<file path="src/rtl/mem_access_stage_if.sv">
// Data-memory side of the MEM-stage access controller: variable-latency req/ack bus.
// The stage is the master; the data memory (or a bench model of it) is the slave.
interface mem_access_stage_if;
    logic        mem_req_o;
    logic        mem_we_o;
    logic [31:0] mem_addr_o;
    logic [31:0] mem_wdata_o;
    logic        mem_ack_i;
    logic [31:0] mem_rdata_i;

    modport master (
        output mem_req_o, mem_we_o, mem_addr_o, mem_wdata_o,
        input  mem_ack_i, mem_rdata_i
    );

    modport slave (
        input  mem_req_o, mem_we_o, mem_addr_o, mem_wdata_o,
        output mem_ack_i, mem_rdata_i
    );
endinterface

</file>
<file path="src/rtl/mem_access_stage.sv">
// MEM-stage load/store controller: runs a req/ack handshake to data memory and stalls the pipeline.
// Optional macro MISALIGN_TRAP_EN: misaligned accesses trap instead of being word-aligned.
module mem_access_stage #(
    parameter int          TIMEOUT_CYCLES = 64,
    parameter logic [31:0] ERR_DATA       = 32'hDEADBEEF
) (
    input  logic                       clk_i,
    input  logic                       rst_i,
    input  logic                       MemRead_i,
    input  logic                       MemWrite_i,
    input  logic [31:0]                addr_i,
    input  logic [31:0]                wdata_i,
    output logic                       stall_o,
    output logic [31:0]                rdata_o,
    output logic                       buserr_o,
    output logic                       misalign_o,
    mem_access_stage_if.master         mem_if
);

    localparam int CW = $clog2(TIMEOUT_CYCLES + 1);

    typedef enum logic [1:0] {
        IDLE = 2'd0,
        BUSY = 2'd1,
        DONE = 2'd2
    } state_t;

    state_t        r_state;
    logic          r_req;
    logic          r_we;
    logic [31:0]   r_addr;
    logic [31:0]   r_wdata;
    logic [31:0]   r_rdata;
    logic          r_buserr;
    logic [CW-1:0] r_count;

    logic          w_access;
    logic          w_timeout;

    assign w_access  = MemRead_i | MemWrite_i;
    // The counter holds TIMEOUT_CYCLES-1 during the last allowed BUSY cycle.
    assign w_timeout = (r_count == CW'(TIMEOUT_CYCLES - 1));

    // NOTE: stall_o must be combinational so the pipeline freezes in the same cycle the request appears.
    assign stall_o = !rst_i && (((r_state == IDLE) && w_access) || (r_state == BUSY));

`ifdef MISALIGN_TRAP_EN
    logic r_misalign;
    assign misalign_o = r_misalign;
`else
    assign misalign_o = 1'b0;
`endif

    always_ff @(posedge clk_i or posedge rst_i) begin
        if (rst_i) begin
            r_state  <= IDLE;
            r_req    <= 1'b0;
            r_we     <= 1'b0;
            r_addr   <= '0;
            r_wdata  <= '0;
            r_rdata  <= '0;
            r_buserr <= 1'b0;
            r_count  <= '0;
`ifdef MISALIGN_TRAP_EN
            r_misalign <= 1'b0;
`endif
        end else begin
`ifdef MISALIGN_TRAP_EN
            r_misalign <= 1'b0;
`endif
            case (r_state)
                IDLE: begin
                    if (w_access) begin
`ifdef MISALIGN_TRAP_EN
                        if (addr_i[1:0] != 2'b00) begin
                            r_misalign <= 1'b1;
                            r_state    <= DONE;
                        end else begin
                            r_addr  <= addr_i;
                            r_wdata <= wdata_i;
                            r_we    <= MemWrite_i;
                            r_req   <= 1'b1;
                            r_count <= '0;
                            r_state <= BUSY;
                        end
`else
                        r_addr  <= addr_i & 32'hFFFF_FFFC;
                        r_wdata <= wdata_i;
                        r_we    <= MemWrite_i;
                        r_req   <= 1'b1;
                        r_count <= '0;
                        r_state <= BUSY;
`endif
                    end
                end
                BUSY: begin
                    r_count <= r_count + CW'(1);
                    // An ack in the final allowed cycle takes priority over the timeout.
                    if (mem_if.mem_ack_i) begin
                        r_req   <= 1'b0;
                        if (!r_we) r_rdata <= mem_if.mem_rdata_i;
                        r_state <= DONE;
                    end else if (w_timeout) begin
                        r_req    <= 1'b0;
                        r_buserr <= 1'b1;
                        if (!r_we) r_rdata <= ERR_DATA;
                        r_state  <= DONE;
                    end
                end
                DONE:    r_state <= IDLE;
                default: r_state <= IDLE;
            endcase
        end
    end

    assign mem_if.mem_req_o   = r_req;
    assign mem_if.mem_we_o    = r_we;
    assign mem_if.mem_addr_o  = r_addr;
    assign mem_if.mem_wdata_o = r_wdata;
    assign rdata_o            = r_rdata;
    assign buserr_o           = r_buserr;

endmodule
</file>
<file path="src/flat_wrapper.sv">
// flat-port wrapper written by rule: the top's interface ports become plain ports
module mem_access_stage_flat 
#(
    parameter int          TIMEOUT_CYCLES = 64,
    parameter logic [31:0] ERR_DATA       = 32'hDEADBEEF
)
  (clk_i, rst_i, MemRead_i, MemWrite_i, addr_i, wdata_i, stall_o, rdata_o, buserr_o, misalign_o, mem_if_mem_req_o, mem_if_mem_we_o, mem_if_mem_addr_o, mem_if_mem_wdata_o, mem_if_mem_ack_i, mem_if_mem_rdata_i);
  mem_access_stage_if mem_if_i ();
  input  logic clk_i;
  input  logic rst_i;
  input  logic MemRead_i;
  input  logic MemWrite_i;
  input  logic [31:0] addr_i;
  input  logic [31:0] wdata_i;
  output logic stall_o;
  output logic [31:0] rdata_o;
  output logic buserr_o;
  output logic misalign_o;
  output wire logic [$bits(mem_if_i.mem_req_o)-1:0] mem_if_mem_req_o;
  output wire logic [$bits(mem_if_i.mem_we_o)-1:0] mem_if_mem_we_o;
  output wire logic [$bits(mem_if_i.mem_addr_o)-1:0] mem_if_mem_addr_o;
  output wire logic [$bits(mem_if_i.mem_wdata_o)-1:0] mem_if_mem_wdata_o;
  input wire logic [$bits(mem_if_i.mem_ack_i)-1:0] mem_if_mem_ack_i;
  input wire logic [$bits(mem_if_i.mem_rdata_i)-1:0] mem_if_mem_rdata_i;
  assign mem_if_mem_req_o = mem_if_i.mem_req_o;
  assign mem_if_mem_we_o = mem_if_i.mem_we_o;
  assign mem_if_mem_addr_o = mem_if_i.mem_addr_o;
  assign mem_if_mem_wdata_o = mem_if_i.mem_wdata_o;
  assign mem_if_i.mem_ack_i = mem_if_mem_ack_i;
  assign mem_if_i.mem_rdata_i = mem_if_mem_rdata_i;
  mem_access_stage #(.TIMEOUT_CYCLES(TIMEOUT_CYCLES), .ERR_DATA(ERR_DATA)) u_core (.clk_i(clk_i), .rst_i(rst_i), .MemRead_i(MemRead_i), .MemWrite_i(MemWrite_i), .addr_i(addr_i), .wdata_i(wdata_i), .stall_o(stall_o), .rdata_o(rdata_o), .buserr_o(buserr_o), .misalign_o(misalign_o), .mem_if(mem_if_i));
endmodule
</file>
<file path="config.mk">
export PLATFORM = sky130hd
export DESIGN_NAME = mem_access_stage_flat
export DESIGN_NICKNAME = d
export VERILOG_FILES = /design/src/rtl/mem_access_stage_if.sv /design/src/rtl/mem_access_stage.sv /design/src/flat_wrapper.sv
export SDC_FILE = /design/constraint.sdc
export NUM_CORES = 1
export LEC_CHECK = 0
export ABC_AREA = 1
export CORE_MARGIN = 5
export CORE_UTILIZATION = 38
export CTS_CLUSTER_SIZE = 28
export DETAILED_ROUTE_END_ITERATION = 12
export PLACE_DENSITY = 0.82
export SLEW_MARGIN = 15
export SYNTH_ARGS = -nofsm -noshare
export SYNTH_HDL_FRONTEND = slang
export SYNTH_SLANG_ARGS = --single-unit
export TNS_END_PERCENT = 30
</file>
<file path="constraint.sdc">
create_clock -name clk_i -period 3.56 [get_ports clk_i]
set_input_delay 0.712 -clock clk_i [delete_from_list [all_inputs] [get_ports clk_i]]
set_output_delay 0.712 -clock clk_i [all_outputs]
set_load 0.1 [all_outputs]
</file>
==> summary.md, run 1 <==
| Metric | Value |
|---|---|
| Status | `completed` |
| # fillers | `1027` |
| Finished Cell Area | `6860 um^2` |
| Levels on crit path | `6` |
| Vias/cell | `between 4 and 5` |
| CTS tree | `built` |
| Root Driver | `clkbuf_16` |
| Die Wd | `120 um` |
| Yosys warnings | `0` |
| Max-Cap Viols | `0` |
| RSZ-0062 raised after global routing | `false` |
| HPWL after DPL | `8850 um` |
| Top delay family on crit path | `buffers and inverters` |
| Post-DP Area | `about 6600 um^2` |
| Hold Vio Cnt, Final | `0` |
| Final Max Tran Viols | `0` |
| Crit path arrival time | `1.98 ns` |
| Metal3 WL | `between 1000 and 1500 um` |
| Post-Route WL | `12400 um` |
| Grt ovf | `0` |
| Critical path, cell by cell | `clkdlybuf4s50_1 -> o21ai_4 -> nand2_1 -> inv_1 -> nor2_1 -> buf_12` |
| Setup Fix Bufs, Post-CTS | `0` |
| Ant diodes | `0` |
| WP data required | `~2.9 ns` |
| Std cell rows | `40` |
| Top FF cell, synth | `dfrtp_1` |
| Top Ports | `202` |
| Die height | `between 100 and 150 um` |
| Post-layout util | `57.8%` |
| CP bufs+invs | `3` |
| Pin count of the biggest net entering global routing | `68` |
| Worst Hold Class | `flop to flop` |
| All-Layer GR Usage | `~18%` |
| Worst r2r dst | `u_core.mem_if.mem_wdata_o[16]` |
| Routed length on met1 | `5180 um` |
| Drt wl/cell | `14.5 um` |
| R2r setup slk | `1.47 ns` |
| Crit. End Element | `primary output` |
| DRC viols | `0` |
| Setup TNS | `0 ns` |
| Initial drt markers | `271` |
| Final GP Congestion | `0.802` |
| Syn Area/Cell | `8.81 um^2` |
| Kind of critical path | `input pin to primary output` |
| Worst Skew | `0.00791 ns` |
| Cell variety after synth | `28` |
| Port Buf Inserts | `196` |
| Reg2Reg Launch Point | `u_core.r_state[0]` |
| Num CTS Buffers | `9` |
| Die area | `14300 um^2` |
| Worst Setup EP | `stall_o` |
| Synth Cell Area | `4560 um^2` |
| Initial Util | `38.4%` |
| Nets | `805` |
| Crit path max fanout | `4` |
| Most common cell after layout, fill and taps aside | `nand2_1` |
| Slew at the pin with the worst max-slew slack | `1.03 ns` |
| Yosys reg bits | `106` |
| CP Launch Point | `MemWrite_i` |
| Cell count after synthesis | `517` |
| Area Overhead vs Synth | `50.5%` |
| Metal2 WL | `5680 um` |
| FF-to-FF path depth | `7` |
| Post-CTS sizing | `0` |
| Max layer used | `met4` |
| Number of hold buffers added after CTS | `0` |
| Crit path launch type | `input pin` |
| Minimum clock period | `2.69 ns` |
| Max-slew headroom | `31.3%` |
| First-pass GRT wire length | `around 21000 um` |
| CTS clk-pin slew, worst paths | `approximately 0.070 ns` |
| Routed via count | `4029` |
| Post-synth EDFFs | `0` |
| H-tree levels | `3` |
| Sequential element share of the synthesized area | `58.2%` |
| Initial antenna violation count | `0` |
| Maximum clock path buffer count | `2` |
| Vias in the first global route | `~4.2k` |
| Final setup fails | `0` |
| Drt pass-1 iters | `4` |
| Fraction of layout cells with a size suffix above 1 | `around a tenth` |
| Worst path max stage delay | `0.55 ns` |
| Clock latency on the worst-skew pair | `0.34 ns` |
| Ys async rst share | `100%` |
| CTS Sinks | `between 100 and 150` |
| Slowest cell on crit path | `clkdlybuf4s50_1` |
| Peak Freq | `372 MHz` |
| Post-route ant nets | `0` |
| Final worst path period share | `75.5%` |
| Most frequent cells in the layout | `nand2_1 (278), clkdlybuf4s50_1 (195), dfrtp_1 (106)` |
| Core ar. | `11900 um^2` |
-- synth_stat cells (2+ instances only) --
library cell	instances	share of area, %
nand2_1	278	23
dfrtp_1	106	58
nand3_1	25	2.7
or2_2	24	3.3
inv_1	14	1.2
nand3_2	10	2.2
buf_4	9	1.5
buf_2	7	0.77
nor2_1	7	0.58
clkbuf_1	5	0.41
nand2_2	5	0.69
a21oi_1	4	0.44
buf_6	3	0.74
o21ai_0	3	0.33
buf_8	2	0.66
inv_2	2	0.16
nor2_4	2	0.49
-- per-layer routing --
layer	vias up	GRT usage (%)
met3	15	6.36
met1	1905	22.1
met2	170	28.4
met5	-	0
li1	1939	-
met4	0	5.87
-- worst min-delay path by stage --
stage | start | to | cells after the start
after global placement | u_core.rdata_o[4] | u_core.rdata_o[4] | 2
after global routing | u_core.buserr_o | u_core.buserr_o | 1
final | u_core.rdata_o[29] | u_core.rdata_o[29] | 2
after detailed placement | u_core.rdata_o[4] | u_core.rdata_o[4] | 2
after CTS | u_core.rdata_o[4] | u_core.rdata_o[4] | 2
after floorplan | u_core.r_count[1] | u_core.r_count[1] | 2
-- state kept, by name, indices dropped and copies added (netlist names) --
signal,cells
u_core.buserr_o,1
u_core.r_count,7
u_core.rdata_o,32
u_core.r_state,2
u_core.mem_if.mem_we_o,1
u_core.mem_if.mem_req_o,1
u_core.mem_if.mem_addr_o,30
u_core.mem_if.mem_wdata_o,32
-- area by class of cell --
| type | instances | area [um^2] | area share (%) |
|---|---|---|---|
| sequential | 106 | 2650 | 38.7 |
| timing repair buffer | 201 | 2020 | 29.5 |
| multi-input combinational | 368 | 1640 | 23.9 |
| clock buffer | 11 | 243 | 3.54 |
| tap | 147 | 184 | 2.68 |
| inverter | 17 | 66.3 | 0.967 |
| clock inverter | 5 | 53.8 | 0.785 |
-- stage by stage --
| stage | std cells | setup slack (ns) | hold WS (ns) |
|---|---|---|---|
| 3_3_place_gp | 839 | 0.635 | 0.452 |
| 2_1_floorplan | 519 | 0.0591 | 0.468 |
| 6_report | 855 | 0.871 | 0.472 |
| 3_5_place_dp | 839 | 0.592 | 0.458 |
| 5_1_grt | 855 | 0.802 | 0.497 |
| 4_1_cts | 855 | 0.878 | 0.473 |
-- cells by family after synthesis --
kind of cell	count (synthesis)	synth area share, %
other	1	0.0823
flip-flops	106	58.2
adder cells (fa/ha/maj)	1	0.275
AO/OA/AOI/OAI	10	1.26
AND/OR/NAND/NOR	354	34.0
buffers and inverters	45	6.21
-- worst register-to-register path: stages, from the launching register on --
cell     delay (ns)
dfrtp_1        0.39
nor2_1         0.23
o21ai_4        0.09
buf_4          0.32
inv_2          0.43
buf_4          0.38
nand2_1        0.11
nand2_1        0.08
Power of run 1 is not shown: default switching activity piles up to over one toggle a cycle in this logic, so the estimate is an artifact.
==> run 2: changes to the inputs <==
--- a/config.mk
+++ b/config.mk
@@ -7,10 +7,10 @@
 export LEC_CHECK = 0
 export ABC_AREA = 1
 export CORE_MARGIN = 5
-export CORE_UTILIZATION = 38
+export CORE_UTILIZATION = 42
 export CTS_CLUSTER_SIZE = 28
 export DETAILED_ROUTE_END_ITERATION = 12
-export PLACE_DENSITY = 0.82
+export PLACE_DENSITY = 0.85
 export SLEW_MARGIN = 15
 export SYNTH_ARGS = -nofsm -noshare
 export SYNTH_HDL_FRONTEND = slang
==> constraint.sdc (replaced) <==
create_clock -name clk_i -period 2.5 [get_ports clk_i]
set_input_delay 0.5 -clock clk_i [delete_from_list [all_inputs] [get_ports clk_i]]
set_output_delay 0.5 -clock clk_i [all_outputs]
set_load 0.1 [all_outputs]
==> run 2 against run 1 <==
- flip-flop and latch count is the same
- critical path depth is the same
- worst hold slack gained 0.0080 ns
- wire length shrank 2.0%
- largest cell class unchanged
- highest routed layer unchanged
==> summary.md, run 2 (synthesis gave the netlist of run 1 again) <==
| Metric | Value |
|---|---|
| Final GP Congestion | `0.840 (was 0.802)` |
| Setup Fix Bufs, Post-CTS | `0 (unchanged)` |
| Top Ports | `202 (unchanged)` |
| Pin count of the biggest net entering global routing | `64 (was 68)` |
| Crit. End Element | `primary output (unchanged)` |
| Minimum clock period | `2.25 ns` |
| Post-Route WL | `12200 um (was 12400 um)` |
| WP data required | `2.00 ns (was 2.85 ns)` |
| Core ar. | `10700 um^2 (was 11900 um^2)` |
| Fin cells | `849 (was 855)` |
| Std cell rows | `38 (was 40)` |
| # fillers | `951 (was 1027)` |
| Slew at the pin with the worst max-slew slack | `1.02 ns (was 1.03 ns)` |
| RSZ-0062 raised after global routing | `false (unchanged)` |
| HPWL after DPL | `8820 um (was 8850 um)` |
| Nets | `806 (was 805)` |
| Worst Hold Class | `flop to flop (unchanged)` |
| Number of cells on the worst hold path | `2 (unchanged)` |
| Final setup fails | `0 (unchanged)` |
| Area Overhead vs Synth | `43.3% (was 50.5%)` |
| Post-layout util | `60.8% (was 57.8%)` |
| Clock latency on the worst-skew pair | `0.37 ns (was 0.34 ns)` |
| Crit path launch type | `input pin (unchanged)` |
| FF-to-FF path depth | `5 (was 7)` |
| Finished Cell Area | `6530 um^2 (was 6860 um^2)` |
| Most common cell after layout, fill and taps aside | `nand2_1 (unchanged)` |
| Fraction of layout cells with a size suffix above 1 | `23.7% (was 9.75%)` |
| Worst Skew | `0.00587 ns (was 0.00791 ns)` |
| Die height | `114 um (was 120 um)` |
| Die Wd | `114 um (was 120 um)` |
| CTS Sinks | `106 (unchanged)` |
| Initial Util | `42.4% (was 38.4%)` |
| R2r setup slk | `0.70 ns (was 1.47 ns)` |
| Final hold slack | `0.480 ns (was 0.472 ns)` |
| Max-slew headroom | `32.1% (was 31.3%)` |
| Port Buf Inserts | `196 (unchanged)` |
| Peak Freq | `between 400 and 500 MHz` |
| Crit path arrival time | `1.75 ns (was 1.98 ns)` |
| Most frequent cells in the layout | `nand2_1 (278), dfrtp_1 (106), buf_4 (102) (was nand2_1 (278), clkdlybuf4s50_1 (195), dfrtp_1 (106))` |
| Crit path max fanout | `4 (unchanged)` |
| All-Layer GR Usage | `18.7% (was 17.6%)` |
| Ant diodes | `0 (unchanged)` |
| Maximum clock path buffer count | `2 (unchanged)` |
| Multi-input logic area | `1640 um^2 (unchanged)` |
| Vias/cell | `4.67 (was 4.71)` |
| Initial antenna violation count | `0 (unchanged)` |
| Post-DP Area | `6320 um^2 (was 6560 um^2)` |
| Status | `completed (unchanged)` |
| Post-route ant nets | `0 (unchanged)` |
| H-tree levels | `3 (unchanged)` |
| CTS clk-pin slew, worst paths | `0.10 ns (was 0.07 ns)` |
| Placed cells | `833 (was 839)` |
| Hold Vio Cnt, Final | `0 (unchanged)` |
| First-pass GRT wire length | `19700 um (was 20700 um)` |
| Number of hold buffers added after CTS | `0 (unchanged)` |
| Drt pass-1 iters | `5 (was 4)` |
| Drt wl/cell | `14.3 um (was 14.5 um)` |
| Reg area | `2650 um^2 (unchanged)` |
| Post-CTS sizing | `0 (unchanged)` |
| Grt ovf | `0 (unchanged)` |
| DRC viols | `0 (unchanged)` |
| Routed via count | `3963 (was 4029)` |
| Max-Cap Viols | `0 (unchanged)` |
| Root Driver | `clkbuf_8 (was clkbuf_16)` |
| Initial drt markers | `290 (was 271)` |
| Final Max Tran Viols | `0 (unchanged)` |
| Final worst path period share | `between 90% and 100%` |
| CTS tree | `built (unchanged)` |
| Kind of critical path | `input pin to primary output (unchanged)` |
| Num CTS Buffers | `9 (unchanged)` |
| Die area | `13000 um^2 (was 14300 um^2)` |
| Vias in the first global route | `4023 (was 4156)` |
run 2: worst paths after layout:
check,start,end
min in group asynchronous,rst_i,u_core.buserr_o
max reg2reg,u_core.r_state[0],u_core.mem_if.mem_addr_o[10]
min reg2reg,u_core.rdata_o[15],u_core.rdata_o[15]
max in group asynchronous,rst_i,u_core.mem_if.mem_wdata_o[16]
max,MemWrite_i,stall_o
min,u_core.rdata_o[15],u_core.rdata_o[15]
run 2: per-stage QoR:
step / setup TNS [ns] / setup WS (ns)
after floorplan: -0.0650 / -0.0650
after global placement: 0 / 0.252
after detailed placement: 0 / 0.228
after CTS: 0 / 0.236
after global routing: 0 / 0.108
final: 0 / 0.247
run 2: area by class of cell:
| cell class | count | share of cell area [%] |
|---|---|---|
| Timing Repair Buffer | 202 | 27.4 |
| Multi-Input combinational cell | 368 | 25.1 |
| Tap cell | 140 | 2.68 |
| Clock inverter | 6 | 1.11 |
| Sequential cell | 106 | 40.6 |
| Clock buffer | 10 | 2.11 |
| Inverter | 17 | 1.03 |
run 2: critical path, cell delays in order:
cell	delay (ns)
clkdlybuf4s50_1	0.53
o21ai_4	0.09
nand2_1	0.14
inv_1	0.11
nor2_1	0.18
buf_12	0.20
run 2: layer usage:
metal | part of all wire (%) | vias up | GRT usage (%)
met5 | 0 | - | 0
met4 | 2.1 | 0 | 7.21
met3 | 10 | 20 | 5.66
met2 | 47 | 166 | 30.6
met1 | 40 | 1839 | 23.3
li1 | - | 1938 | -
Power of run 2 is left out for the same reason.
